`config.mk`:
```
export PLATFORM = sky130hd
export DESIGN_NAME = i_alu_branch_jump
export DESIGN_NICKNAME = d
export VERILOG_FILES = /design/src/rtl/i_alu_branch_jump.sv
export SDC_FILE = /design/constraint.sdc
export NUM_CORES = 1
export LEC_CHECK = 0
export CORE_ASPECT_RATIO = 0.8
export CORE_MARGIN = 2
export CORE_UTILIZATION = 44
export DETAILED_ROUTE_END_ITERATION = 6
export PLACE_DENSITY = 0.93
export REMOVE_ABC_BUFFERS = 1
export SYNTH_ARGS = -nofsm -noshare
export SYNTH_HDL_FRONTEND = slang
export SYNTH_SLANG_ARGS = --single-unit
```
`constraint.sdc`:
```
create_clock -name clk -period 10.37 [get_ports clk]
set_clock_uncertainty 0.2 [all_clocks]
set_input_delay 2.074 -clock clk [delete_from_list [all_inputs] [get_ports clk]]
set_output_delay 2.074 -clock clk [all_outputs]
set_load 0.02 [all_outputs]
```
`src/rtl/i_alu_branch_jump.sv`:
```
// I-type ALU, branch-compare and jump-target unit for a word-addressed single-cycle core.
// All results are combinational except the jal link value and the addi overflow flag.
module i_alu_branch_jump #(
   parameter int PC_W = 9
) (
   input  logic            clk,
   input  logic            rst_n,
   input  logic [31:0]     inst,
   input  logic [PC_W-1:0] pc,
   input  logic [31:0]     alu_i1,
   input  logic [15:0]     alu_i2,
   output logic [31:0]     alu_out,
   input  logic [31:0]     br_reg1,
   input  logic [31:0]     br_reg2,
   output logic [PC_W-1:0] br_new_pc,
   output logic            br_taken,
   input  logic [31:0]     jj_reg1,
   output logic [PC_W-1:0] jj_new_pc,
   output logic [PC_W-1:0] j_out,
   output logic            ovf
);

   localparam logic [5:0] OP_SPECIAL = 6'h00;
   localparam logic [5:0] OP_J       = 6'h02;
   localparam logic [5:0] OP_JAL     = 6'h03;
   localparam logic [5:0] OP_BEQ     = 6'h04;
   localparam logic [5:0] OP_BNE     = 6'h05;
   localparam logic [5:0] OP_BLEZ    = 6'h06;
   localparam logic [5:0] OP_BGTZ    = 6'h07;
   localparam logic [5:0] OP_ADDI    = 6'h08;
   localparam logic [5:0] OP_ADDIU   = 6'h09;
   localparam logic [5:0] OP_SLTI    = 6'h0A;
   localparam logic [5:0] OP_SLTIU   = 6'h0B;
   localparam logic [5:0] OP_ANDI    = 6'h0C;
   localparam logic [5:0] OP_ORI     = 6'h0D;
   localparam logic [5:0] OP_XORI    = 6'h0E;
   localparam logic [5:0] OP_LUI     = 6'h0F;
   localparam logic [5:0] FUNCT_JR   = 6'h08;

   logic [5:0]      opcode;
   logic [5:0]      funct;
   logic [15:0]     imm;
   logic [25:0]     target;
   logic [31:0]     alu_sext;
   logic [31:0]     alu_zext;
   logic [31:0]     alu_sum;
   logic [PC_W-1:0] br_offset;
   logic [PC_W-1:0] pc_plus1;
   logic [PC_W-1:0] j_out_reg;
   logic            ovf_reg;
   logic            ovf_next;

   assign opcode   = inst[31:26];
   assign funct    = inst[5:0];
   assign imm      = inst[15:0];
   assign target   = inst[25:0];
   assign alu_sext = {{16{alu_i2[15]}}, alu_i2};
   assign alu_zext = {16'h0000, alu_i2};
   assign alu_sum  = alu_i1 + alu_sext;
   assign pc_plus1 = pc + PC_W'(1);

   // Only the low PC_W bits of the offset matter: the branch target wraps modulo 2^PC_W.
   assign br_offset = PC_W'({{16{imm[15]}}, imm});

   // Signed overflow: operands share a sign and the sum's sign differs from it.
   assign ovf_next = (alu_i1[31] == alu_sext[31]) && (alu_sum[31] != alu_i1[31]);

   always_comb begin
      alu_out = '0;
      case (opcode)
         OP_ADDI, OP_ADDIU: alu_out = alu_sum;
         OP_SLTI:           alu_out = {31'h0, $signed(alu_i1) < $signed(alu_sext)};
         OP_SLTIU:          alu_out = {31'h0, alu_i1 < alu_sext};
         OP_ANDI:           alu_out = alu_i1 & alu_zext;
         OP_ORI:            alu_out = alu_i1 | alu_zext;
         OP_XORI:           alu_out = alu_i1 ^ alu_zext;
         OP_LUI:            alu_out = {alu_i2, 16'h0000};
         default:           alu_out = '0;
      endcase
   end

   always_comb begin
      br_taken = 1'b0;
      case (opcode)
         OP_BEQ:  br_taken = (br_reg1 == br_reg2);
         OP_BNE:  br_taken = (br_reg1 != br_reg2);
         OP_BLEZ: br_taken = br_reg1[31] || (br_reg1 == 32'h0);
         OP_BGTZ: br_taken = !br_reg1[31] && (br_reg1 != 32'h0);
         default: br_taken = 1'b0;
      endcase
   end

   assign br_new_pc = br_taken ? (pc + br_offset) : pc;

   always_comb begin
      jj_new_pc = pc_plus1;
      if (opcode == OP_J || opcode == OP_JAL) begin
         jj_new_pc = target[PC_W-1:0];
      end else if (opcode == OP_SPECIAL && funct == FUNCT_JR) begin
         jj_new_pc = jj_reg1[PC_W-1:0];
      end
   end

   always_ff @(posedge clk or negedge rst_n) begin
      if (!rst_n) begin
         j_out_reg <= '0;
         ovf_reg   <= 1'b0;
      end else begin
         if (opcode == OP_JAL) begin
            j_out_reg <= pc_plus1;
         end
         if (opcode == OP_ADDI) begin
            ovf_reg <= ovf_next;
         end
      end
   end

   assign j_out = j_out_reg;
   assign ovf   = ovf_reg;

endmodule

```
==> results.toml <==
[outcome]
status = "complete, no violations"

[synth]
synth_compound_area_share_pct = 29.1
synth.yosys.seq_area_share_pct = 5.12
ys_ff_latch = 10
synth_top_cells_by_area = "ha_1 (23%), xor2_1 (8.2%), o21ai_0 (7.5%)"
synth_area_sq_mm = 0.00489
synth-async-reset-ratio_pct = 100
synth_top_area_share_pct = 22.5
syn_inst = 708
synthDistinctLibCells = 61
synth_xor_area_share_pct = 11.6
synth_edf_count = 0
synth_area_per_cell_sq_um = 6.91
synth_top_family_by_area = "compound AO/OA/AOI/OAI gates"
synthSimpleGateAreaFrac_pct = 21.4
synth_warnings = 0
synth_flop_cell = "dfrtp_1"
synthMuxAreaShare_pct = 1.92
yosys.area.top_type = "ha_1"
synth_fa_ha_area_share_pct = 23.3

[global_routing]
grtUsageTotal_pct = 29.3
gr-total-overflow = 0
grt_max_degree = 45
grt_pass1_wl_mm = 28.8
grt_pass1_vias = 5930
antenna_found_initial = 0

[pwr]
power.switching_w = 0.000197
vdd_drop_max_mv = 0.0770
intPower_w = 0.000259
p_leak_nw = 3.07
p_per_area_mw_per_mm2 = 63.9
p_seq_share_pct = 11.2
combPwrFrac_pct = 72.1
swShare_pct = 43.2
pwr-share-clk_pct = 16.7

[sta]
finalHoldViolCount = 0
drv_slew = 0
fin_crit_sh_pct = 80.7
min_period_ns = 8.36
rsz0062_at_grt = "no"
setup_viol = 0
holdWs_ns = 0.276
fmax_mhz = 120
tns_ns = 0
maxSlewHeadroom_pct = 41.8
worst_slew_pin_slew_ns = 0.868

[detailed_routing]
via_count = 6098
drtIter0Drc = 629
drc = 0
ant_nets = 0
vias_per_cell = 5.87
firstDrtPassIters = 5
wl_mm = 17.8
wl_per_cell_um = 17.2

[worst_setup_path]
cp_data_required_time_ns = 8.10
critical_path.reg2reg.endpoint = "j_out[1]"
arrival_ns = 6.09
critPathMaxFanout = 18
crit_type = "in -> out"
r2r-start = "j_out[1]"
startpoint_type = "input pin"
reg2regPathDepth = 1
r2r_slack_ns = 9.43
endpoint_kind = "output pin"

[clock_network]
clkSlewWorstSetupHoldPaths_ns = 0.04
cts_hold_buf = 0
cts_repair_resize_count = 0
cts_num_sinks = 10
cts_buffers = 3
h-tree-depth = 1
cts_root_buf = "clkbuf_16"
tritoncts = "done"
worstSkewPairLatency_ns = 0.23
clockBufferDepth = 2
cts_setup_buffers = 0

[layout]
drive_gt1_share_pct = 2.79
syn_to_final_growth_pct = 46.0
num-fill-cells = 916
largest_register_ffs = 9
n_antenna_cell = 0
nets = 1173

[die]
coreArea_sq_mm = 0.0108
start_util_pct = 45.1
fp-row-count = 34
fp.dieArea_sq_mm = 0.0120
pin_count = 248
die_y_um = 98.3
die_x_um = 122

[min_path]
hold_path.class = "reg -> reg"
min-delay-start = "j_out[5]"
whs_endpoint = "j_out[5]"
hold_depth = 2

[job]
maxCapViolCount = 0

[placement]
portBuffers = 207
place.gp.congestion = 0.945
hpwl_mm = 14.5
## cell type report
type,instances,area [sq um],share of cell area [%]
multi-input combinational,607,4270,59.9
timing repair buffer,213,2120,29.7
sequential,10,250,3.51
inverter,61,229,3.21
tap,144,180,2.52
clock buffer,4,88.8,1.24
## cell usage in the layout, fill, tap and decap left out, types with 9 or more instances in the layout
cell,count
clkdlybuf4s50_1,207
nand2_1,67
nand3_1,13
a21o_1,9
inv_1,61
nor4_1,20
nor2_1,53
nor3_1,13
dfrtp_1,10
ha_1,88
nor2b_1,10
o21ai_0,73
a21oi_1,57
xnor2_1,19
xor2_1,46
a22oi_1,24
nand4_1,11
## synthesized netlist by cell type, types with 19 or more instances
cell type and count:
o21ai_0 73, xor2_1 46, a22oi_1 24, nor4_1 20, inv_1 61, xnor2_1 19, nand2_1 67, clkbuf_1 21
a21oi_1 57, ha_1 88, nor2_1 53
## critical path, cell delays in order
cell	delay, ns
clkdlybuf4s50_1	0.45
buf_4	0.24
inv_1	0.37
ha_1	0.56
inv_1	0.16
a21oi_1	0.15
o21ai_0	0.12
a31oi_1	0.23
nor3_1	0.06
a2111oi_0	0.45
o21ai_1	0.21
xor2_1	0.19
o21ai_1	0.16
clkdlybuf4s50_1	0.63
## stage by stage
stage	area [sq um]	power [W]	util (%)	instances	setup WS (ns)
finish	7140	0.000456	65.8	1039	2.01
global route	7140	0.000487	65.8	1039	1.85
CTS	7140	0.000452	65.8	1039	2.13
detailed placement	7050	0.000373	65.0	1035	2.14
global placement	7050	0.000365	65.0	1035	2.24
floorplan	4750	0.000222	-	678	3.56
## kinds of logic after synthesis
| logic type | count (synthesis) |
|---|---|
| muxes | 9 |
| AOI/OAI and AO/OA | 229 |
| and+or+nand+nor | 214 |
| DFF | 10 |
| adders and majority gates | 90 |
| xor gates and xnor gates | 65 |
| buffers and inverters | 91 |
## worst max path at each step
stage / start / endpoint / slack (ns) / cells after the start
after floorplan: alu_i2[15] / alu_out[29] / 3.56 / 8
after global placement: alu_i2[15] / alu_out[0] / 2.24 / 13
after detailed placement: alu_i2[15] / alu_out[29] / 2.14 / 11
after CTS: alu_i2[15] / alu_out[29] / 2.13 / 11
after global routing: alu_i2[15] / alu_out[30] / 1.85 / 14
final: alu_i2[15] / alu_out[30] / 2.01 / 14
## routing by layer
layer  GRT usage [%]  routed length [um]
met2            49.5                8290
met1            38.1                7380
met4            11.4                 719
met3            3.39                1460
met5               0                   0
## power by group through the flow
stage | combinational [W] | sequential, W | clock, W
floorplan | 0.000162 | 0.0000602 | 0
global placement | 0.000314 | 0.0000508 | 0
detailed placement | 0.000321 | 0.0000511 | 0
CTS | 0.000325 | 0.0000509 | 0.0000765
global route | 0.000356 | 0.0000518 | 0.0000793
finish | 0.000329 | 0.0000510 | 0.0000763
Power figures use the tool's default switching activity.
==> RTL edit: new RTL, config.mk and constraints unchanged <==
`PC_W`: 9 -> 13.
--- a/src/rtl/i_alu_branch_jump.sv
+++ b/src/rtl/i_alu_branch_jump.sv
@@ -1,7 +1,7 @@
 // I-type ALU, branch-compare and jump-target unit for a word-addressed single-cycle core.
 // All results are combinational except the jal link value and the addi overflow flag.
 module i_alu_branch_jump #(
-   parameter int PC_W = 9
+   parameter int PC_W = 13
 ) (
    input  logic            clk,
    input  logic            rst_n,
Interface: changed (resized br_new_pc, j_out, jj_new_pc and pc); port bits go from 248 to 264. No check against the original RTL was run, so the function may have changed too.
==> RTL edit against the unedited design <==
  * Power grew 13%
  * Synthesized area grew 6.8%
  * Wire length grew 7.5%
  * Non-clock buffer count grew 21
  * Combinational power grew 11%
  * Clock power grew 4.2%
  * First-iteration DRC count shrank 19%
  * Synthesized cell count grew 5.9%
  * Sequential cell count grew 4
  * Setup slack gained 0.024 ns
  * Design area grew 8.0%
  * Final cell count grew 6.4%
  * Fmax grew 0.29%
  * Largest power group unchanged
==> RTL edit: results (changes against the unedited design) <==
Synth
The xor and xnor fraction of the mapped netlist area is 12.4% (was 11.6%). The sequential-to-total area share from yosys stat is 6.71% (was 5.12%). Cell types occupying the most area after synthesis: sky130_fd_sc_hd__ha_1, sky130_fd_sc_hd__xor2_1, sky130_fd_sc_hd__dfrtp_1, sky130_fd_sc_hd__o21ai_0, sky130_fd_sc_hd__a21oi_1 (was sky130_fd_sc_hd__ha_1, sky130_fd_sc_hd__xor2_1, sky130_fd_sc_hd__o21ai_0, sky130_fd_sc_hd__a21oi_1, sky130_fd_sc_hd__nand2_1). The adder-cell share of the synthesized area is 22.8% (was 23.3%). The post-synthesis average cell area is 6.97 um^2 (was 6.91 um^2). The post-synthesis cell type count is 66 (was 61).

Drt
The met1 routed wirelength after detailed routing came to 8.21 mm (was 7.38 mm). The iteration count of the initial detailed-routing pass was 7 (was 5). The routed wire length on met3 is 1.76 mm (was 1.46 mm). The routed wire length is 19.2 mm (was 17.8 mm). The average via count per standard cell is 5.83 (was 5.87). The number of violations reported at the end of detailed-routing iteration 0 is 510 (was 629).

Power and ir drop
The static power due to leakage was 3.36 nW (was 3.07 nW). The cell-internal power is 0.297 mW (was 0.259 mW). The worst ir drop on vdd is 0.0000532 V (was 0.0000770 V).

GRT
The via count of the first global-routing pass is 6,021 (was 5,930). The met3 global-route usage is 4.65% (was 3.39%). The met2 usage was 48.2% (was 49.5%). The global router's overall resource usage was 28.8% (was 29.3%). The wire length of the first global-routing pass is 30.2 mm (was 28.8 mm). The largest net degree at the start of global routing came to 33 (was 45). The met1 layer usage reported by global route is 38.8% (was 38.1%).

Placement
The pre-CTS setup slack came to 2.06 ns (was 2.14 ns). The number of input and output port buffers inserted was 231 (was 207). The detailed placement HPWL is 15.8 mm (was 14.5 mm).

STA
The pin slew with the least headroom to its limit is 1.15 ns (was 0.868 ns).

Layout
The final net count came to 1,244 (was 1,173). The fraction of layout instances using a drive strength above 1 is 2.30% (was 2.79%). The number of flip-flops under the largest register name is 13 (was 9).

Worst setup path
The data arrival time of the worst path is 6.07 ns (was 6.09 ns).

Hold path
The hold path startpoint is j_out[4] (was j_out[5]).

Status
Run status: completed (unchanged).
## RTL edit: cell count changes after synthesis, sizes merged, moves of 8 or more
cell / change
nor2: +21
a221oi: +11
a22oi: -10
o21ai: -8
## RTL edit: final timing paths
check                              end  slack, ns  cells past startpoint
setup / recovery           alu_out[31]       2.03                     13
hold / removal                j_out[4]       0.28                      2
setup reg to reg              j_out[1]       9.41                      1
hold reg to reg               j_out[4]       0.28                      2
max in group asynchronous     j_out[7]       7.55                      1
min in group asynchronous    j_out[10]       2.02                      1
## RTL edit: worst max-delay path, stage by stage
cell and delay, ns:
sky130_fd_sc_hd__clkdlybuf4s50_1 0.46, sky130_fd_sc_hd__buf_4 0.25, sky130_fd_sc_hd__inv_1 0.38, sky130_fd_sc_hd__ha_1 0.54
sky130_fd_sc_hd__or4_4 0.59, sky130_fd_sc_hd__nor2_4 0.13, sky130_fd_sc_hd__nand2_2 0.08, sky130_fd_sc_hd__nor4_1 0.27
sky130_fd_sc_hd__a21oi_2 0.15, sky130_fd_sc_hd__o31ai_4 0.24, sky130_fd_sc_hd__xor2_1 0.14, sky130_fd_sc_hd__o21ai_1 0.13
sky130_fd_sc_hd__clkdlybuf4s50_1 0.62
## RTL edit: power by group through the flow
stage	registers, mW	clock network (mW)	logic (mW)
3_3_place_gp	0.0711	0	0.350
5_1_grt	0.0729	0.0836	0.394
2_1_floorplan	0.0842	0	0.177
4_1_cts	0.0713	0.0799	0.360
3_5_place_dp	0.0717	0	0.358
6_report	0.0712	0.0795	0.364
## RTL edit: cell type report
cell class	count	area [um^2]	share of cell area (%)
clock buffers	4	88.8	1.15
flip-flops and latches	14	350	4.54
repair buffers	234	2330	30.3
well taps	148	185	2.40
multi-input cells	648	4530	58.8
inverters	58	218	2.82
